[src/rtl/stream_demux16_pkg.sv]
// rtl/stream_demux16_pkg.sv - shared constants and FSM encoding for stream_demux16
package stream_demux16_pkg;

    localparam int DATA_W_DEF = 16;
    localparam int CNT_W      = 16;

    typedef logic [1:0] state_t;

    localparam logic [1:0] ST_IDLE  = 2'd0;
    localparam logic [1:0] ST_LOCK0 = 2'd1;
    localparam logic [1:0] ST_LOCK1 = 2'd2;

endpackage

[src/rtl/stream_demux16_if.sv]
// rtl/stream_demux16_if.sv - valid/ready word stream with last flag
interface stream_demux16_if
    import stream_demux16_pkg::*;
#(
    parameter int DATA_W = DATA_W_DEF
);
    logic [DATA_W-1:0] data;
    logic              last;
    logic              valid;
    logic              ready;

    modport master (output data, output last, output valid, input ready);
    modport slave  (input data, input last, input valid, output ready);
endinterface

[src/rtl/stream_fifo.sv]
// rtl/stream_fifo.sv - small synchronous FIFO with head-of-queue output
module stream_fifo #(
    parameter int W     = 17,
    parameter int DEPTH = 2
) (
    input  logic         clk,
    input  logic         rst_n,
    input  logic         i_push,
    input  logic [W-1:0] i_data,
    input  logic         i_pop,
    output logic [W-1:0] o_data,
    output logic         o_full,
    output logic         o_empty
);
    localparam int AW = (DEPTH > 1) ? $clog2(DEPTH) : 1;

    logic [W-1:0]  r_mem [DEPTH];
    logic [AW-1:0] r_wr_ptr;
    logic [AW-1:0] r_rd_ptr;
    logic [AW:0]   r_count;
    logic          w_push;
    logic          w_pop;

    // A full FIFO refuses a push even if a pop happens in the same cycle.
    assign w_push  = i_push & ~o_full;
    assign w_pop   = i_pop & ~o_empty;
    assign o_full  = (r_count == (AW+1)'(DEPTH));
    assign o_empty = (r_count == '0);
    assign o_data  = r_mem[r_rd_ptr];

    // Storage, pointers and occupancy; pointers wrap naturally as DEPTH is a power of two.
    always_ff @(posedge clk or negedge rst_n) begin
        if (!rst_n) begin
            for (int i = 0; i < DEPTH; i++) begin
                r_mem[i] <= '0;
            end
            r_wr_ptr <= '0;
            r_rd_ptr <= '0;
            r_count  <= '0;
        end else begin
            if (w_push) begin
                r_mem[r_wr_ptr] <= i_data;
                r_wr_ptr        <= r_wr_ptr + AW'(1);
            end
            if (w_pop) begin
                r_rd_ptr <= r_rd_ptr + AW'(1);
            end
            case ({w_push, w_pop})
                2'b10:   r_count <= r_count + (AW+1)'(1);
                2'b01:   r_count <= r_count - (AW+1)'(1);
                default: r_count <= r_count;
            endcase
        end
    end
endmodule

[src/rtl/stream_demux16.sv]
// rtl/stream_demux16.sv - packet-granular 1:2 stream demux with per-output FIFOs and counters
module stream_demux16
    import stream_demux16_pkg::*;
#(
    parameter int DATA_W = DATA_W_DEF,
    parameter int DEPTH  = 2
) (
    input  logic              clk,
    input  logic              rst_n,
    stream_demux16_if.slave   s_in,
    input  logic              in_sel,
    stream_demux16_if.master  m_out0,
    stream_demux16_if.master  m_out1,
    output logic [CNT_W-1:0]  cnt0,
    output logic [CNT_W-1:0]  cnt1
);
    state_t          r_state;
    logic            r_rdy_en;
    logic [CNT_W-1:0] r_cnt0;
    logic [CNT_W-1:0] r_cnt1;

    logic            w_route;
    logic            w_accept;
    logic            w_full0;
    logic            w_full1;
    logic            w_empty0;
    logic            w_empty1;
    logic            w_pop0;
    logic            w_pop1;
    logic [DATA_W:0] w_head0;
    logic [DATA_W:0] w_head1;

    // Route follows in_sel only between packets; inside a packet it is pinned by the state.
    assign w_route  = (r_state == ST_IDLE) ? in_sel : (r_state == ST_LOCK1);
    assign s_in.ready = r_rdy_en & ~(w_route ? w_full1 : w_full0);
    assign w_accept = s_in.valid & s_in.ready;
    assign w_pop0   = ~w_empty0 & m_out0.ready;
    assign w_pop1   = ~w_empty1 & m_out1.ready;

    stream_fifo #(.W(DATA_W + 1), .DEPTH(DEPTH)) u_fifo0 (
        .clk     (clk),
        .rst_n   (rst_n),
        .i_push  (w_accept & ~w_route),
        .i_data  ({s_in.last, s_in.data}),
        .i_pop   (w_pop0),
        .o_data  (w_head0),
        .o_full  (w_full0),
        .o_empty (w_empty0)
    );

    stream_fifo #(.W(DATA_W + 1), .DEPTH(DEPTH)) u_fifo1 (
        .clk     (clk),
        .rst_n   (rst_n),
        .i_push  (w_accept & w_route),
        .i_data  ({s_in.last, s_in.data}),
        .i_pop   (w_pop1),
        .o_data  (w_head1),
        .o_full  (w_full1),
        .o_empty (w_empty1)
    );

    assign m_out0.data  = w_head0[DATA_W-1:0];
    assign m_out0.last  = w_head0[DATA_W];
    assign m_out0.valid = ~w_empty0;
    assign m_out1.data  = w_head1[DATA_W-1:0];
    assign m_out1.last  = w_head1[DATA_W];
    assign m_out1.valid = ~w_empty1;
    assign cnt0 = r_cnt0;
    assign cnt1 = r_cnt1;

    // Input is held off for one cycle after reset release.
    always_ff @(posedge clk or negedge rst_n) begin
        if (!rst_n) r_rdy_en <= 1'b0;
        else        r_rdy_en <= 1'b1;
    end

    // Packet lock: first non-last word locks the route, the last word returns to IDLE.
    always_ff @(posedge clk or negedge rst_n) begin
        if (!rst_n) begin
            r_state <= ST_IDLE;
        end else if (w_accept) begin
            if (r_state == ST_IDLE) begin
                if (!s_in.last) r_state <= in_sel ? ST_LOCK1 : ST_LOCK0;
            end else if (s_in.last) begin
                r_state <= ST_IDLE;
            end
        end
    end

    // Delivered-word counters, wrapping at 2^CNT_W.
    always_ff @(posedge clk or negedge rst_n) begin
        if (!rst_n) begin
            r_cnt0 <= '0;
            r_cnt1 <= '0;
        end else begin
            if (w_pop0) r_cnt0 <= r_cnt0 + CNT_W'(1);
            if (w_pop1) r_cnt1 <= r_cnt1 + CNT_W'(1);
        end
    end
endmodule

[src/flat_wrapper.sv]
// flat-port wrapper written by rule: the top's interface ports become plain ports
module stream_demux16_flat import stream_demux16_pkg::*;
#(
    parameter int DATA_W = DATA_W_DEF,
    parameter int DEPTH  = 2
)
  (clk, rst_n, in_sel, cnt0, cnt1, s_in_data, s_in_last, s_in_valid, s_in_ready, m_out0_data, m_out0_last, m_out0_valid, m_out0_ready, m_out1_data, m_out1_last, m_out1_valid, m_out1_ready);
  stream_demux16_if #(.DATA_W(DATA_W)) s_in_i ();
  stream_demux16_if #(.DATA_W(DATA_W)) m_out0_i ();
  stream_demux16_if #(.DATA_W(DATA_W)) m_out1_i ();
  input  logic clk;
  input  logic rst_n;
  input  logic in_sel;
  output logic [CNT_W-1:0] cnt0;
  output logic [CNT_W-1:0] cnt1;
  input wire logic [$bits(s_in_i.data)-1:0] s_in_data;
  input wire logic [$bits(s_in_i.last)-1:0] s_in_last;
  input wire logic [$bits(s_in_i.valid)-1:0] s_in_valid;
  output wire logic [$bits(s_in_i.ready)-1:0] s_in_ready;
  output wire logic [$bits(m_out0_i.data)-1:0] m_out0_data;
  output wire logic [$bits(m_out0_i.last)-1:0] m_out0_last;
  output wire logic [$bits(m_out0_i.valid)-1:0] m_out0_valid;
  input wire logic [$bits(m_out0_i.ready)-1:0] m_out0_ready;
  output wire logic [$bits(m_out1_i.data)-1:0] m_out1_data;
  output wire logic [$bits(m_out1_i.last)-1:0] m_out1_last;
  output wire logic [$bits(m_out1_i.valid)-1:0] m_out1_valid;
  input wire logic [$bits(m_out1_i.ready)-1:0] m_out1_ready;
  assign s_in_i.data = s_in_data;
  assign s_in_i.last = s_in_last;
  assign s_in_i.valid = s_in_valid;
  assign s_in_ready = s_in_i.ready;
  assign m_out0_data = m_out0_i.data;
  assign m_out0_last = m_out0_i.last;
  assign m_out0_valid = m_out0_i.valid;
  assign m_out0_i.ready = m_out0_ready;
  assign m_out1_data = m_out1_i.data;
  assign m_out1_last = m_out1_i.last;
  assign m_out1_valid = m_out1_i.valid;
  assign m_out1_i.ready = m_out1_ready;
  stream_demux16 #(.DATA_W(DATA_W), .DEPTH(DEPTH)) u_core (.clk(clk), .rst_n(rst_n), .s_in(s_in_i), .in_sel(in_sel), .m_out0(m_out0_i), .m_out1(m_out1_i), .cnt0(cnt0), .cnt1(cnt1));
endmodule
[config.mk]
export PLATFORM = sky130hd
export DESIGN_NAME = stream_demux16_flat
export DESIGN_NICKNAME = d
export VERILOG_FILES = /design/src/rtl/stream_demux16_pkg.sv /design/src/rtl/stream_demux16_if.sv /design/src/rtl/stream_fifo.sv /design/src/rtl/stream_demux16.sv /design/src/flat_wrapper.sv
export SDC_FILE = /design/constraint.sdc
export NUM_CORES = 1
export LEC_CHECK = 0
export ABC_AREA = 1
export CELL_PAD_IN_SITES_DETAIL_PLACEMENT = 1
export CELL_PAD_IN_SITES_GLOBAL_PLACEMENT = 1
export CORE_MARGIN = 8
export CORE_UTILIZATION = 40
export DETAILED_ROUTE_END_ITERATION = 10
export HOLD_SLACK_MARGIN = 0.12
export MAX_ROUTING_LAYER = met4
export PLACE_DENSITY_LB_ADDON = 0.1
export SLEW_MARGIN = 40
export SYNTH_ARGS = -nofsm -noshare
export SYNTH_HDL_FRONTEND = slang
export SYNTH_HIERARCHICAL = 1
export SYNTH_SLANG_ARGS = --single-unit
[constraint.sdc]
create_clock -name clk -period 2.45 [get_ports clk]
set_input_delay 0.49 -clock clk [delete_from_list [all_inputs] [get_ports clk]]
set_output_delay 0.49 -clock clk [all_outputs]
set_load 0.02 [all_outputs]
; ---- Word level (Yosys, flattened, before mapping)
; Cells that the tools add are included.
[word_totals]
input_bits = 23
word_cells = 87
output_inout_bits = 69
ff_bits = 111
[classes]
bitwise_logic = 20
n_reduce_logical = 9
n_mux = 20
addsub = 10
n_lt_le_gt_ge = 6
n_eq_ne = 8
[ops]
columns = op, count
row1 = 2-to-1 mux 17 bit, 8
row2 = bitwise mux 34 bit, 2
row3 = demux 17 bit (select 1 bit), 2
row4 = "adder 16 x 1 -> 16 bit, second input constant", 2
row5 = bitwise AND 1 bit, 10
row6 = "equality test 2 bit, second input constant", 5
row7 = "greater-or-equal comparator 2 bit, second input constant", 4
row8 = 2-to-1 mux 2 bit, 4
row9 = inverter 1 -> 2 bit, 4
row10 = one-hot mux 2 bit (2 select lines), 2
row11 = zero test 2 bit, 3
row12 = inverter 1 bit, 6
row13 = nonzero test 2 bit, 3
row14 = "adder 1 bit, second input constant", 4
row15 = "adder 2 x 1 -> 2 bit, second input constant", 2
row16 = "equality test 2 x 1 -> 1 bit, second input constant", 2
row17 = "< comparator 2 x 1 -> 1 bit, second input constant", 2
row18 = "subtractor 2 x 1 -> 2 bit, second input constant", 2
row19 = AND reduction 3 bit, 1
row20 = logical AND 1 bit, 2
row21 = 2-to-1 mux 1 bit, 2
row22 = "!= test 2 bit, second input constant", 1

; ---- Longest topological paths before layout
; Gate-level depths: netlist (run 1).
[logic_depth]
word_depth = 10
mapped_depth = 18

; ---- Cells and area by module
; Netlist (run 1), hierarchy kept.
[by_module_without_submodules]
columns = mod, area_per_inst_um2, instances, cells_per_inst
row1 = stream_fifo, 1856.8, 2, 235
row2 = stream_demux16, 1826.8, 1, 216

; ---- Least setup slack after synthesis (run 1)
; No wires, ideal clock.
[synth_timing]
path_type = register -> register
startpoint = register u_core.u_fifo1.r_count[0]
endpoint = register u_core.u_fifo1.r_count[1]
t_arrival_ps = 2161
required_ps = 2333
n_path_buf = 3
path_slack_ps = 172
path_stages_with_launch = 18
path_cell_list = dfrtp_1 inv_2 nand2_2 buf_6 buf_4 inv_1 nand3_1 nand2_1 nor2_4 nand2_2 nor3_1 buf_2 nand2_1 ha_1 inv_1 nand3_1 nand2_1 nand2_1
[synth_between]
elab_chain_len = 9
elab_cells_between_ends = 18
cone_classes = add/sub: 2 / eq/ne: 3 / mux: 2 / bitwise: 9 / reduce/logical: 2
[synth_rtl]
columns = element, line
row1 = from (decl), stream_fifo.sv:20  ; logic [AW:0] r_count;
row2 = from (signal assigned), stream_fifo.sv:49  ; 2'b10: r_count <= r_count + (AW+1)'(1);
row3 = from (signal assigned), stream_fifo.sv:50  ; 2'b01: r_count <= r_count - (AW+1)'(1);
row4 = from (signal assigned), stream_fifo.sv:51  ; default: r_count <= r_count;
row5 = equality test 2 bit (*), stream_fifo.sv:27  ; assign o_full = (r_count == (AW+1)'(DEPTH));
row6 = net u_core.w_full1, stream_demux16.sv:25  ; logic w_full1;
row7 = 2-to-1 mux 1 bit (*), stream_demux16.sv:35  ; assign s_in.ready = r_rdy_en & ~(w_route ? w_full1 : w_full0);
row8 = inverter 1 bit (*), stream_demux16.sv:35
row9 = bitwise AND 1 bit (*), stream_demux16.sv:35
row10 = net s_in_ready, flat_wrapper.sv:19  ; output wire logic [$bits(s_in_i.ready)-1:0] s_in_ready;
row11 = bitwise AND 1 bit (*), stream_demux16.sv:36  ; assign w_accept = s_in.valid & s_in.ready;
row12 = bitwise AND 1 bit (*), stream_demux16.sv:54  ; .i_push (w_accept & w_route),
row13 = bitwise AND 1 bit (*), stream_fifo.sv:25  ; assign w_push = i_push & ~o_full;
row14 = equality test 2 x 1 -> 1 bit or equality test 2 bit (tied branches), stream_fifo.sv:48  ; case ({w_push, w_pop})
row15 = one-hot mux 2 bit (2 select lines) or nonzero test 2 bit (tied branches), --
; Mark *: on every way through the listed nets, which the timed path passes. The rest lies on a longest branch.
; A chain may end at the register's enable or synchronous reset.

; ---- Final worst setup path (run 1)
[layout_timing]
startpoint = input port in_sel
endpoint = output port s_in_ready
[layout_between]
elab_chain_len = 4
[layout_rtl]
columns = element, line
row1 = from (decl), flat_wrapper.sv:13  ; input logic in_sel;
row2 = 2-to-1 mux 1 bit, stream_demux16.sv:34  ; assign w_route = (r_state == ST_IDLE) ? in_sel : (r_state == ST_LOCK1);
row3 = 2-to-1 mux 1 bit, stream_demux16.sv:35
row4 = inverter 1 bit, stream_demux16.sv:35
row5 = bitwise AND 1 bit, stream_demux16.sv:35
row6 = to (decl), flat_wrapper.sv:19
; No other way between the ends.

==> run_results.csv, run 1 <==
group,metric,value,unit
outcome,status,"completed",
timing,fmax,427,MHz
floorplan,start_util,40.4,%
timing,clock_skew,5.08,ps
worst_setup_path,r2r-end,"u_core/u_fifo1/r_count[1]",
timing,hold_slack,129,ps
final_layout,final_common_cell,"nand2_1",
worst_setup_path,path_class,"in2out",
yosys,yosysUniqueCellTypes,30,
yosys,syn_area,5540,µm²
yosys,yosys.area_share.adder,0.903,%
cts,cts_setup_buffers,0,
cts,cts_resized,2,
detailed_routing,via_per_inst,5.11,
final_layout,layout.cells.non_filler,964,
yosys,syn_inst,686,
cts,clkTransAtPathRegs,70,ps
cts,cts_hold_buf,0,
yosys,seq_area_frac_synth,50.1,%
floorplan,num_io_pins,92,
floorplan,fp-row-count,43,
yosys,yosysTopAreaCellShare,50.1,%
worst_setup_path,cp_max_fo,5,
yosys,yosysTopAreaCell,"dfrtp_1",
yosys,synth_top_family_by_area,"simple AND/OR/NAND/NOR gates",
detailed_routing,drcViolationCount,0,
place,io_buffer_count,91,
place,place_inst,948,
yosys,synth_compound_area_share,0.429,%
yosys,muxShareOfSynthArea,0,%
floorplan,die_w,134,µm
worst_setup_path,crit_required,1960,ps
yosys,ys_ff_latch,111,
worst_setup_path,endpoint_kind,"output port",
cts,cts_max_path_buffers,2,
grt,grt_pass1_wl,27.0,mm
timing,fin_crit_sh,95.5,%
place,gp_congestion,0.823,
yosys,synth_edf_count,0,
yosys,synthTopCellsByArea,"dfrtp_1, nand2_1, nand4_1, inv_1, xor2_1",
yosys,avgSynthCellArea,8.08,µm²
yosys,synthFlopType,"dfrtp_1",
timing,tightestPinTransition,584,ps
grt,grt_max_degree,46,
final_layout,nFillCells,1682,
detailed_routing,final_antenna_net_count,0,
worst_setup_path,ff2ff_setup_slack,400,ps
cts,cts_root_buffer,"clkbuf_16",
timing,finalHoldViolations,0,
final_layout,layout_common_cells,"nand2_1, dfrtp_1, clkdlybuf4s50_1, nand4_1, inv_1",
grt,antenna_found_initial,0,
worst_setup_path,reg2reg_depth,12,
final_layout,drive_gt1_share,9.44,%
pwr,ir_drop,576,µV
worst_setup_path,cp-start-kind,"input port",
cts,cts_tree,"done",
timing,slew_viol_final,0,
detailed_routing,wl_per_cell,16.7,µm
timing,setup_tns,0,ps
cts,htree_levels,3,
cts,cts.sinks,111,
timing,relSlewSlack,61.1,%
cts,cts_made_buffers,9,
min_path,worstHoldPathType,"in2async",
grt,grt_pass1_vias,5320,
worst_setup_path,reg2reg_from,"u_core/r_state[1]",
floorplan,die_y,134,µm
timing,finalCriticalPeriod,2340,ps
yosys,synth_simple_gate_area_share,37.7,%
detailed_routing,firstDrtPassIters,4,
final_layout,area_growth,26.4,%
pwr,pwr_density_cell,1230,nW/µm²
cts,worstSkewPairLatency,360,ps
pwr,p_leak,0.00362,µW
worst_setup_path,arrival,1850,ps
timing,rsz0062_at_grt,"no",
yosys,synthXorXnorAreaFrac,3.32,%
final_layout,multi_input_area,2360,µm²
job,maxCapViolations,0,
timing,finalSetupViolCount,0,
floorplan,die_area,17900,µm²
final_layout,fin_nets,806,
detailed_routing,drt-initial-drc-count,211,
yosys,async_flop_share,100,%
place,hpwl,11.3,mm
grt,grt_overflow,0,
detailed_routing,vias,4922,
detailed_routing,wl,16.1,mm
yosys,ys_warn_count,6,
final_layout,diodes,0,
final_layout,regArea,2780,µm²
yosys,syn_nets,713,
grt,grt_util_all_layers,19.2,%
final_layout,fin_util,51.0,%
floorplan,core,13700,µm²
-- layout make-up --
class,count,share of cell area (%)
timing repair buffer,114,16.0
tap,180,3.22
clock buffer,11,3.61
multi-input combinational,486,33.7
inverter,57,3.07
sequential,111,39.7
clock inverter,5,0.804
-- power breakdown --
part	internal, µW	leakage (µW)	switching [µW]
combinational	1610	0.00207	2470
clock	848	0.000152	681
sequential	2520	0.00140	500
-- sequential cells by signal (all words and copies together) (netlist names) --
register,flops
u_core/u_fifo0/r_rd_ptr,1
u_core/r_state,2
u_core/u_fifo0/r_count,2
u_core/u_fifo1/r_wr_ptr,1
u_core/r_rdy_en,1
u_core/u_fifo1/r_mem,34
u_core/u_fifo1/r_rd_ptr,1
u_core/cnt1,16
u_core/u_fifo0/r_mem,34
u_core/u_fifo0/r_wr_ptr,1
u_core/u_fifo1/r_count,2
u_core/cnt0,16
-- worst max-delay path by stage --
stage	from	end	slack (ps)	cells after the start
after global placement	in_sel	s_in_ready	-90	6
after global routing	in_sel	u_core/u_fifo1/r_count[1]	30	13
after floorplan	u_core/u_fifo1/r_count[0]	u_core/u_fifo1/r_count[1]	170	17
after detailed placement	in_sel	u_core/u_fifo1/r_count[1]	-190	13
final	in_sel	s_in_ready	110	6
after CTS	u_core/u_fifo1/r_rd_ptr	m_out1_data[2]	100	5
-- metrics by stage --
| step | setup slack, ps | area, µm² | total power [µW] |
|---|---|---|---|
| after floorplan | 172 | 5540 | 5460 |
| after global routing | 29.5 | 7000 | 9280 |
| final | 109 | 7000 | 8630 |
| after CTS | 101 | 7000 | 8740 |
| after global placement | -88.2 | 6690 | 7010 |
| after detailed placement | -186 | 6690 | 7170 |
-- metal layers --
layer  part of all wire (%)  vias up  global-route usage [%]
li1                       -     2380                       -
met1                     45     2438                    23.1
met2                     50       89                    31.8
met3                    3.6       15                    4.10
met4                    1.3        0                    5.43
met5                      0        -                       -
-- cell families (layout without fill, tap and decap cells) --
family	Yosys count	in the layout
other	1	1
adders and majority gates	4	4
and+or+nand+nor	456	456
buffers and inverters	89	187
xor gates and xnor gates	21	21
AOI/OAI and AO/OA	4	4
DFF	111	111
-- cells in the mapped netlist (2+ instances only) --
cell      instances
nand3_2           5
nor2_2            4
clkbuf_1          3
o21ai_0           2
buf_4             9
clkinv_1          2
inv_2             8
nand2_1         316
nor3_1            5
nor2_1           12
ha_1              4
inv_1            47
dfrtp_1         111
nand3_1          19
nand3_4           2
nand2_2           5
buf_6             4
nand4_1          80
xor2_1           12
nor2_4            4
xnor2_1           9
buf_2            13
buf_1             3
-- critical path: stages --
cell             delay (ps)
clkdlybuf4s50_1         500
nor2_1                   80
nor2_1                  170
nor2_1                  100
nor2_4                  160
dlygate4sd2_1           350
Note: power is estimated with default switching activity, not from simulation.
==> run 2: changes to the inputs <==
Settings changed: SLEW_MARGIN 40 to default.
==> results of run 2 <==
The final DEF is identical to that of run 1; final timing and power are the same.
